[config.mk]
export PLATFORM = sky130hd
export DESIGN_NAME = jtag_tap_driver_flat
export DESIGN_NICKNAME = d
export VERILOG_FILES = /design/src/rtl/jtag_pkg.sv /design/src/rtl/jtag_tap_driver_if.sv /design/src/rtl/tap_controller.sv /design/src/rtl/jtag_tap_driver.sv /design/src/flat_wrapper.sv
export SDC_FILE = /design/constraint.sdc
export NUM_CORES = 1
export LEC_CHECK = 0
export CORE_MARGIN = 1.5
export CORE_UTILIZATION = 35
export DETAILED_ROUTE_END_ITERATION = 16
export PLACE_DENSITY_LB_ADDON = 0.05
export SYNTH_ARGS = -nofsm -noshare
export SYNTH_HDL_FRONTEND = slang
export SYNTH_SLANG_ARGS = --single-unit
export TNS_END_PERCENT = 30
[constraint.sdc]
create_clock -name TCK -period 6.31 [get_ports TCK]
set_input_delay 0.631 -clock TCK [delete_from_list [all_inputs] [get_ports TCK]]
set_output_delay 0.631 -clock TCK [all_outputs]
set_load 0.05 [all_outputs]
[src/rtl/jtag_pkg.sv]
// Shared JTAG definitions: the tap_controller 4-bit state encoding, the
// driver command op codes, the driver's internal phases, and the
// IEEE 1149.1 TAP next-state function.
package jtag_pkg;

    localparam logic [3:0] TAP_TLR    = 4'h0;
    localparam logic [3:0] TAP_RTI    = 4'h1;
    localparam logic [3:0] TAP_SEL_DR = 4'h2;
    localparam logic [3:0] TAP_CAP_DR = 4'h3;
    localparam logic [3:0] TAP_SH_DR  = 4'h4;
    localparam logic [3:0] TAP_EX1_DR = 4'h5;
    localparam logic [3:0] TAP_PAU_DR = 4'h6;
    localparam logic [3:0] TAP_EX2_DR = 4'h7;
    localparam logic [3:0] TAP_UPD_DR = 4'h8;
    localparam logic [3:0] TAP_SEL_IR = 4'h9;
    localparam logic [3:0] TAP_CAP_IR = 4'hA;
    localparam logic [3:0] TAP_SH_IR  = 4'hB;
    localparam logic [3:0] TAP_EX1_IR = 4'hC;
    localparam logic [3:0] TAP_PAU_IR = 4'hD;
    localparam logic [3:0] TAP_EX2_IR = 4'hE;
    localparam logic [3:0] TAP_UPD_IR = 4'hF;

    localparam logic [1:0] OP_RESET    = 2'd0;
    localparam logic [1:0] OP_IDLE     = 2'd1;
    localparam logic [1:0] OP_SHIFT_IR = 2'd2;
    localparam logic [1:0] OP_SHIFT_DR = 2'd3;

    typedef enum logic [2:0] {
        D_READY,
        D_PREFIX,
        D_WALK,
        D_SHIFT,
        D_DONE
    } drv_state_e;

    // TAP state transition for one TCK edge with the given TMS level.
    function automatic logic [3:0] tap_next(input logic [3:0] s, input logic tms);
        case (s)
            TAP_TLR:    return tms ? TAP_TLR    : TAP_RTI;
            TAP_RTI:    return tms ? TAP_SEL_DR : TAP_RTI;
            TAP_SEL_DR: return tms ? TAP_SEL_IR : TAP_CAP_DR;
            TAP_CAP_DR: return tms ? TAP_EX1_DR : TAP_SH_DR;
            TAP_SH_DR:  return tms ? TAP_EX1_DR : TAP_SH_DR;
            TAP_EX1_DR: return tms ? TAP_UPD_DR : TAP_PAU_DR;
            TAP_PAU_DR: return tms ? TAP_EX2_DR : TAP_PAU_DR;
            TAP_EX2_DR: return tms ? TAP_UPD_DR : TAP_SH_DR;
            TAP_UPD_DR: return tms ? TAP_SEL_DR : TAP_RTI;
            TAP_SEL_IR: return tms ? TAP_TLR    : TAP_CAP_IR;
            TAP_CAP_IR: return tms ? TAP_EX1_IR : TAP_SH_IR;
            TAP_SH_IR:  return tms ? TAP_EX1_IR : TAP_SH_IR;
            TAP_EX1_IR: return tms ? TAP_UPD_IR : TAP_PAU_IR;
            TAP_PAU_IR: return tms ? TAP_EX2_IR : TAP_PAU_IR;
            TAP_EX2_IR: return tms ? TAP_UPD_IR : TAP_SH_IR;
            TAP_UPD_IR: return tms ? TAP_SEL_DR : TAP_RTI;
            default:    return TAP_TLR;
        endcase
    endfunction

endpackage

[src/rtl/jtag_tap_driver_if.sv]
// Command/response bus between the host logic and the JTAG TAP driver.
interface jtag_tap_driver_if #(
    parameter int DATA_W = 32,
    parameter int LEN_W  = $clog2(DATA_W)
);
    logic              cmd_valid;
    logic              cmd_ready;
    logic [1:0]        cmd_op;
    logic [LEN_W-1:0]  cmd_len;
    logic [DATA_W-1:0] cmd_data;
    logic              rsp_valid;
    logic [DATA_W-1:0] rsp_data;

    modport master (
        output cmd_valid, cmd_op, cmd_len, cmd_data,
        input  cmd_ready, rsp_valid, rsp_data
    );

    modport slave (
        input  cmd_valid, cmd_op, cmd_len, cmd_data,
        output cmd_ready, rsp_valid, rsp_data
    );
endinterface

[src/rtl/tap_controller.sv]
// TAP state tracker: follows the IEEE 1149.1 state machine from TMS so the
// driver always knows which state the target TAP is in.
module tap_controller
    import jtag_pkg::*;
(
    input  logic       TCK,
    input  logic       TRST,
    input  logic       TMS,
    output logic [3:0] STATE
);

    // Advance the shadow state once per TCK edge; TRST forces Test-Logic-Reset.
    always_ff @(posedge TCK) begin
        if (TRST) STATE <= TAP_TLR;
        else      STATE <= tap_next(STATE, TMS);
    end

endmodule

[src/rtl/jtag_tap_driver.sv]
// JTAG initiator: turns RESET/IDLE/SHIFT_IR/SHIFT_DR commands into registered
// TMS/TDI walks, tracks the target TAP state and returns captured TDO bits.
// All next-cycle pin values are computed from the next FSM phase so TMS/TDI
// leave flops and the first walk bit appears the cycle after acceptance.
module jtag_tap_driver
    import jtag_pkg::*;
#(
    parameter int DATA_W = 32,
    parameter int LEN_W  = $clog2(DATA_W)
)(
    input  logic              TCK,
    input  logic              TRST,
    jtag_tap_driver_if.slave  bus,
    output logic              TMS,
    output logic              TDI,
    input  logic              TDO,
    output logic [3:0]        STATE
);

    localparam int CNT_W = LEN_W + 1;

    drv_state_e        r_phase, w_phase_nxt;
    logic [CNT_W-1:0]  r_pos, w_pos_nxt;
    logic [CNT_W-1:0]  r_cnt, w_cnt_nxt;
    logic              r_post, w_post_nxt;
    logic [1:0]        r_op, w_op_nxt;
    logic [LEN_W-1:0]  r_len, w_len_nxt;
    logic [DATA_W-1:0] r_data, w_data_nxt;
    logic [DATA_W-1:0] r_cap, w_cap_nxt;
    logic [DATA_W-1:0] r_rsp_data;
    logic              r_tms, w_tms_nxt;
    logic              r_tdi, w_tdi_nxt;
    logic              r_ready, r_rsp_valid;
    logic [3:0]        w_state_nxt;
    logic              w_accept;
    logic              w_done_shift;
    logic [CNT_W-1:0]  w_len_ext;

    // TMS level at position pos of the lead-in walk from RTI.
    function automatic logic pre_tms(input logic [1:0] op, input logic [CNT_W-1:0] pos);
        case (op)
            OP_RESET:    return 1'b1;
            OP_IDLE:     return 1'b0;
            OP_SHIFT_IR: return pos < CNT_W'(2);
            default:     return pos == '0;
        endcase
    endfunction

    // Last position of the lead-in walk (IDLE dwells N cycles in RTI).
    function automatic logic [CNT_W-1:0] pre_last(input logic [1:0] op, input logic [CNT_W-1:0] len);
        case (op)
            OP_RESET:    return CNT_W'(4);
            OP_IDLE:     return len;
            OP_SHIFT_IR: return CNT_W'(3);
            default:     return CNT_W'(2);
        endcase
    endfunction

    tap_controller u_tap (
        .TCK   (TCK),
        .TRST  (TRST),
        .TMS   (r_tms),
        .STATE (STATE)
    );

    assign w_state_nxt  = tap_next(STATE, r_tms);
    assign w_accept     = bus.cmd_valid & r_ready;
    assign w_len_ext    = {1'b0, r_len};
    assign w_done_shift = (w_phase_nxt == D_DONE) && (r_op == OP_SHIFT_IR || r_op == OP_SHIFT_DR);

    // Next phase, counters and the TMS/TDI levels for the coming cycle.
    always_comb begin
        w_phase_nxt = r_phase;
        w_pos_nxt   = r_pos;
        w_cnt_nxt   = r_cnt;
        w_post_nxt  = r_post;
        w_op_nxt    = r_op;
        w_len_nxt   = r_len;
        w_data_nxt  = r_data;
        w_cap_nxt   = r_cap;
        // Idle level parks the TAP where it is (TLR holds on 1, RTI on 0).
        w_tms_nxt   = (w_state_nxt == TAP_TLR);
        w_tdi_nxt   = 1'b0;
        case (r_phase)
            D_READY, D_DONE: begin
                w_phase_nxt = D_READY;
                if (w_accept) begin
                    w_op_nxt   = bus.cmd_op;
                    w_len_nxt  = bus.cmd_len;
                    w_data_nxt = bus.cmd_data;
                    w_cap_nxt  = '0;
                    w_pos_nxt  = '0;
                    w_post_nxt = 1'b0;
                    if (w_state_nxt == TAP_TLR && bus.cmd_op != OP_RESET) begin
                        w_phase_nxt = D_PREFIX;
                        w_tms_nxt   = 1'b0;
                    end else begin
                        w_phase_nxt = D_WALK;
                        w_tms_nxt   = pre_tms(bus.cmd_op, '0);
                    end
                end
            end
            D_PREFIX: begin
                w_phase_nxt = D_WALK;
                w_pos_nxt   = '0;
                w_tms_nxt   = pre_tms(r_op, '0);
            end
            D_WALK: begin
                if (r_post) begin
                    // Exit tail: Exit1 -> Update (TMS=1 already shown), Update -> RTI.
                    if (r_pos == '0) begin
                        w_pos_nxt = CNT_W'(1);
                        w_tms_nxt = 1'b0;
                    end else begin
                        w_phase_nxt = D_DONE;
                    end
                end else if (r_pos == pre_last(r_op, w_len_ext)) begin
                    if (r_op == OP_SHIFT_IR || r_op == OP_SHIFT_DR) begin
                        w_phase_nxt = D_SHIFT;
                        w_cnt_nxt   = '0;
                        w_tms_nxt   = (w_len_ext == '0);
                        w_tdi_nxt   = r_data[0];
                    end else begin
                        w_phase_nxt = D_DONE;
                    end
                end else begin
                    w_pos_nxt = r_pos + CNT_W'(1);
                    w_tms_nxt = pre_tms(r_op, w_pos_nxt);
                end
            end
            D_SHIFT: begin
                w_cap_nxt[r_cnt[LEN_W-1:0]] = TDO;
                if (r_cnt == w_len_ext) begin
                    w_phase_nxt = D_WALK;
                    w_post_nxt  = 1'b1;
                    w_pos_nxt   = '0;
                    w_tms_nxt   = 1'b1;
                end else begin
                    w_cnt_nxt = r_cnt + CNT_W'(1);
                    w_tms_nxt = (w_cnt_nxt == w_len_ext);
                    w_tdi_nxt = r_data[w_cnt_nxt[LEN_W-1:0]];
                end
            end
            default: w_phase_nxt = D_READY;
        endcase
    end

    // Control state and pin registers; TRST aborts whatever is in flight.
    always_ff @(posedge TCK) begin
        if (TRST) begin
            r_phase     <= D_READY;
            r_pos       <= '0;
            r_cnt       <= '0;
            r_post      <= 1'b0;
            r_tms       <= 1'b1;
            r_tdi       <= 1'b0;
            r_ready     <= 1'b0;
            r_rsp_valid <= 1'b0;
            r_rsp_data  <= '0;
        end else begin
            r_phase     <= w_phase_nxt;
            r_pos       <= w_pos_nxt;
            r_cnt       <= w_cnt_nxt;
            r_post      <= w_post_nxt;
            r_tms       <= w_tms_nxt;
            r_tdi       <= w_tdi_nxt;
            r_ready     <= (w_phase_nxt == D_READY) || (w_phase_nxt == D_DONE);
            r_rsp_valid <= w_done_shift;
            if (w_done_shift) r_rsp_data <= r_cap;
        end
    end

    // Command fields and the capture buffer need no reset.
    always_ff @(posedge TCK) begin
        r_op   <= w_op_nxt;
        r_len  <= w_len_nxt;
        r_data <= w_data_nxt;
        r_cap  <= w_cap_nxt;
    end

    assign TMS           = r_tms;
    assign TDI           = r_tdi;
    assign bus.cmd_ready = r_ready;
    assign bus.rsp_valid = r_rsp_valid;
    assign bus.rsp_data  = r_rsp_data;

endmodule

[src/flat_wrapper.sv]
// flat-port wrapper written by rule: the top's interface ports become plain ports
module jtag_tap_driver_flat import jtag_pkg::*;
#(
    parameter int DATA_W = 32,
    parameter int LEN_W  = $clog2(DATA_W)
)
  (TCK, TRST, TMS, TDI, TDO, STATE, bus_cmd_valid, bus_cmd_op, bus_cmd_len, bus_cmd_data, bus_cmd_ready, bus_rsp_valid, bus_rsp_data);
  jtag_tap_driver_if #(.DATA_W(DATA_W), .LEN_W(LEN_W)) bus_i ();
  input  logic TCK;
  input  logic TRST;
  output logic TMS;
  output logic TDI;
  input  logic TDO;
  output logic [3:0] STATE;
  input wire logic [$bits(bus_i.cmd_valid)-1:0] bus_cmd_valid;
  input wire logic [$bits(bus_i.cmd_op)-1:0] bus_cmd_op;
  input wire logic [$bits(bus_i.cmd_len)-1:0] bus_cmd_len;
  input wire logic [$bits(bus_i.cmd_data)-1:0] bus_cmd_data;
  output wire logic [$bits(bus_i.cmd_ready)-1:0] bus_cmd_ready;
  output wire logic [$bits(bus_i.rsp_valid)-1:0] bus_rsp_valid;
  output wire logic [$bits(bus_i.rsp_data)-1:0] bus_rsp_data;
  assign bus_i.cmd_valid = bus_cmd_valid;
  assign bus_i.cmd_op = bus_cmd_op;
  assign bus_i.cmd_len = bus_cmd_len;
  assign bus_i.cmd_data = bus_cmd_data;
  assign bus_cmd_ready = bus_i.cmd_ready;
  assign bus_rsp_valid = bus_i.rsp_valid;
  assign bus_rsp_data = bus_i.rsp_data;
  jtag_tap_driver #(.DATA_W(DATA_W), .LEN_W(LEN_W)) u_core (.TCK(TCK), .TRST(TRST), .bus(bus_i), .TMS(TMS), .TDI(TDI), .TDO(TDO), .STATE(STATE));
endmodule
==> results.py <==
metrics = {
    "status": {
        "outcome": "finished clean",
    },
    "pwr": {
        "power_density_nw_per_um2": 318,
        "vdd_drop_max_v": 0.000233,
        "p_leak_nw": 2.54,
    },
    "cts": {
        "post_cts_resized": 0,
        "cts_sinks": 127,
        "cts_buffers": 17,
        "clk_latency_ns": 0.43,
        "cts_max_level": 4,
        "tritoncts": "yes",
        "root_buffer": "clkbuf_16",
        "post_cts_buffers": 0,
        "path_clk_slew_ns": 0.06,
        "holdBufCountCts": 0,
        "clockBufferDepth": 2,
    },
    "setup_path": {
        "critPathMaxFanout": 16,
        "crit_type": "reg2reg",
        "r2r_cells": 6,
        "cp-end-kind": "register",
        "r2r-end": "u_core.TDI$_SDFF_PP0_",
        "worst_setup_path_start_kind": "register",
        "arrival_ns": 3.26,
        "worst_r2r_startpoint": "u_core.r_cnt[0]$_SDFFE_PP0P_",
        "regToRegSetupSlack_ns": 3.39,
        "crit_start": "u_core.r_cnt[0]$_SDFFE_PP0P_",
        "required_ns": 6.65,
    },
    "synthesis": {
        "synth.most_common_cell": "nand2_1",
        "syn-cell-area_um2": 6060,
        "yosysSeqAreaShare": 0.537,
        "ys_seq_elements": 127,
        "ys.flop_type": "edfxtp_1",
        "yosysUniqueCellTypes": 63,
        "avgSynthCellArea_um2": 9.78,
        "synth_nets": 670,
        "synth.top_cells.by_count": "nand2_1 (138), a21oi_1 (75), edfxtp_1 (71)",
        "synth_top_area_cell": "edfxtp_1",
        "netlist_instances": 620,
        "yosys-top-cells-area": "edfxtp_1 (35%), dfxtp_1 (18%), nand2_1 (8.5%), a21oi_1 (6.2%), mux4_2 (3.3%)",
        "ys_warn_count": 0,
        "synth_edf_count": 71,
        "synthDominantCellAreaShare": 0.352,
        "async_reset_ff_frac": 0,
    },
    "die": {
        "start_util": 0.362,
        "fp.dieW_um": 135,
        "core_um2": 16800,
        "die-area_um2": 18100,
        "rows": 47,
        "io_pins": 83,
        "die_h_um": 135,
    },
    "timing": {
        "skew_ns": 0.0204,
        "relSlewSlack": 0.227,
        "finalMaxSlewViolations": 0,
        "fin_crit_sh": 0.463,
        "whs_ns": 0.451,
        "layout_min_cycle_time_ns": 2.92,
        "setup_violations": 0,
        "worstMarginPinSlew_ns": 1.16,
        "fmax_mhz": 342,
        "grt_setup_unrepaired": "false",
        "finalSetupTns_ns": 0,
        "hold_viol_final": 0,
    },
    "placed_design": {
        "numPortBuffers": 82,
        "placed_area_um2": 6970,
        "dp_hpwl_um": 9240,
        "gp_congestion": 0.785,
    },
    "job": {
        "maxCapViolations": 0,
    },
    "routing": {
        "viasPerCell": 5.07,
        "drt-total-wl_um": 14000,
        "drt_iter0_drc": 307,
        "antenna_left": 0,
        "dr.pass1.iters": 4,
        "avgRoutedWirePerCell_um": 15.4,
        "drc": 0,
        "vias": 4609,
    },
    "global_routing": {
        "antenna_found_initial": 0,
        "grt.overflow.total": 0,
        "track_usage": 0.164,
        "grt_first_pass_wirelength_um": 23300,
        "grt_max_degree": 56,
        "grt_pass1_vias": 4490,
    },
    "final_layout": {
        "syn2layout_area_growth_pct": 24.9,
        "drive_above_1_share": 0.0740,
        "post-route-util": 0.452,
        "stdcell_area_um2": 7570,
        "final_nets": 727,
        "antenna_cells": 0,
    },
    "min_path": {
        "min_to": "u_core.bus.rsp_data[2]$_SDFFE_PP0P_",
        "hp-class": "reg2reg",
        "min-delay-start": "u_core.bus.rsp_data[2]$_SDFFE_PP0P_",
        "hold_depth": 2,
    },
}
## cell usage in the layout, fill, tap and decap left out, types with 5 or more instances in the layout
cell	count
o21a_1	6
nand2_1	138
ha_1	7
clkbuf_16	17
clkdlybuf4s50_1	81
a21oi_1	75
mux4_2	9
nor3b_1	6
and3_1	6
nor3_1	8
edfxtp_1	71
dfxtp_1	56
xnor2_1	10
inv_1	10
mux2i_1	11
nand4_1	5
nand3_1	38
o21ai_0	10
or3_1	5
xor2_1	6
nor2_1	28
## metal layers
metal	global-route usage	wire length, um	share of wire	vias up
met1	0.227	6840	0.49	2175
met3	0.0312	587	0.042	9
met2	0.253	6390	0.46	104
met4	0.0663	146	0.010	0
met5	0	0	0	-
li1	-	-	-	2321
## metrics by stage
step / setup slack (ns) / instances / total power, mW
finish: 3.39 / 909 / 2.41
global route: 3.09 / 909 / 2.51
CTS: 3.30 / 909 / 2.44
detailed placement: 3.32 / 878 / 1.42
global placement: 3.46 / 878 / 1.41
floorplan: 3.98 / 620 / 1.29
## logic make-up (layout without fill, tap and decap cells)
| logic type | Yosys count | in the layout | synth area share |
|---|---|---|---|
| buffers and inverters | 59 | 128 | 0.0417 |
| xor gates and xnor gates | 17 | 17 | 0.0258 |
| AOI/OAI and AO/OA | 128 | 128 | 0.127 |
| and+or+nand+nor | 262 | 262 | 0.203 |
| muxes | 20 | 20 | 0.0516 |
| adders and majority gates | 7 | 7 | 0.0145 |
| DFF | 127 | 127 | 0.537 |
## worst max-delay path: stages, from the launching register on
cell	delay, ns
dfxtp_1	0.84
ha_1	0.67
nand3_2	0.20
xor2_2	0.39
mux2i_1	0.14
mux4_2	0.46
o22ai_1	0.14
## registers in the layout, indices dropped and copies added (netlist names), 2 cells and up
signal and cells:
u_core.r_cap 32, u_core.r_data 32, u_core.r_phase 3, u_core.bus.rsp_data 32
u_core.r_op 2, u_core.r_cnt 6, u_core.r_pos 6, u_core.r_len 5
u_core.u_tap.STATE 4
## worst max path at each step
stage | end | slack, ns | depth (start not counted)
final | u_core.TDI$_SDFF_PP0_ | 3.39 | 6
after global routing | u_core.TDI$_SDFF_PP0_ | 3.09 | 6
after detailed placement | u_core.TDI$_SDFF_PP0_ | 3.32 | 6
after CTS | u_core.TDI$_SDFF_PP0_ | 3.30 | 6
after global placement | u_core.TDI$_SDFF_PP0_ | 3.46 | 6
after floorplan | u_core.TDI$_SDFF_PP0_ | 3.98 | 8
## layout make-up
cell class / count / area [um2]
flip-flops and latches: 127 / 3250
clock buffers: 18 / 429
multi-input cells: 434 / 2550
fillers: 1587 / 9190
repair buffers: 86 / 846
inverters: 11 / 41.3
well taps: 220 / 275
clock inverters: 13 / 171
## power by group
group / internal [mW] / switching, mW / total, mW
Clock: 0.652 / 0.358 / 1.01
Combinational: 0.129 / 0.213 / 0.342
Sequential: 0.987 / 0.0679 / 1.06
Total: 1.77 / 0.638 / 2.41
Power figures use the tool's default switching activity.
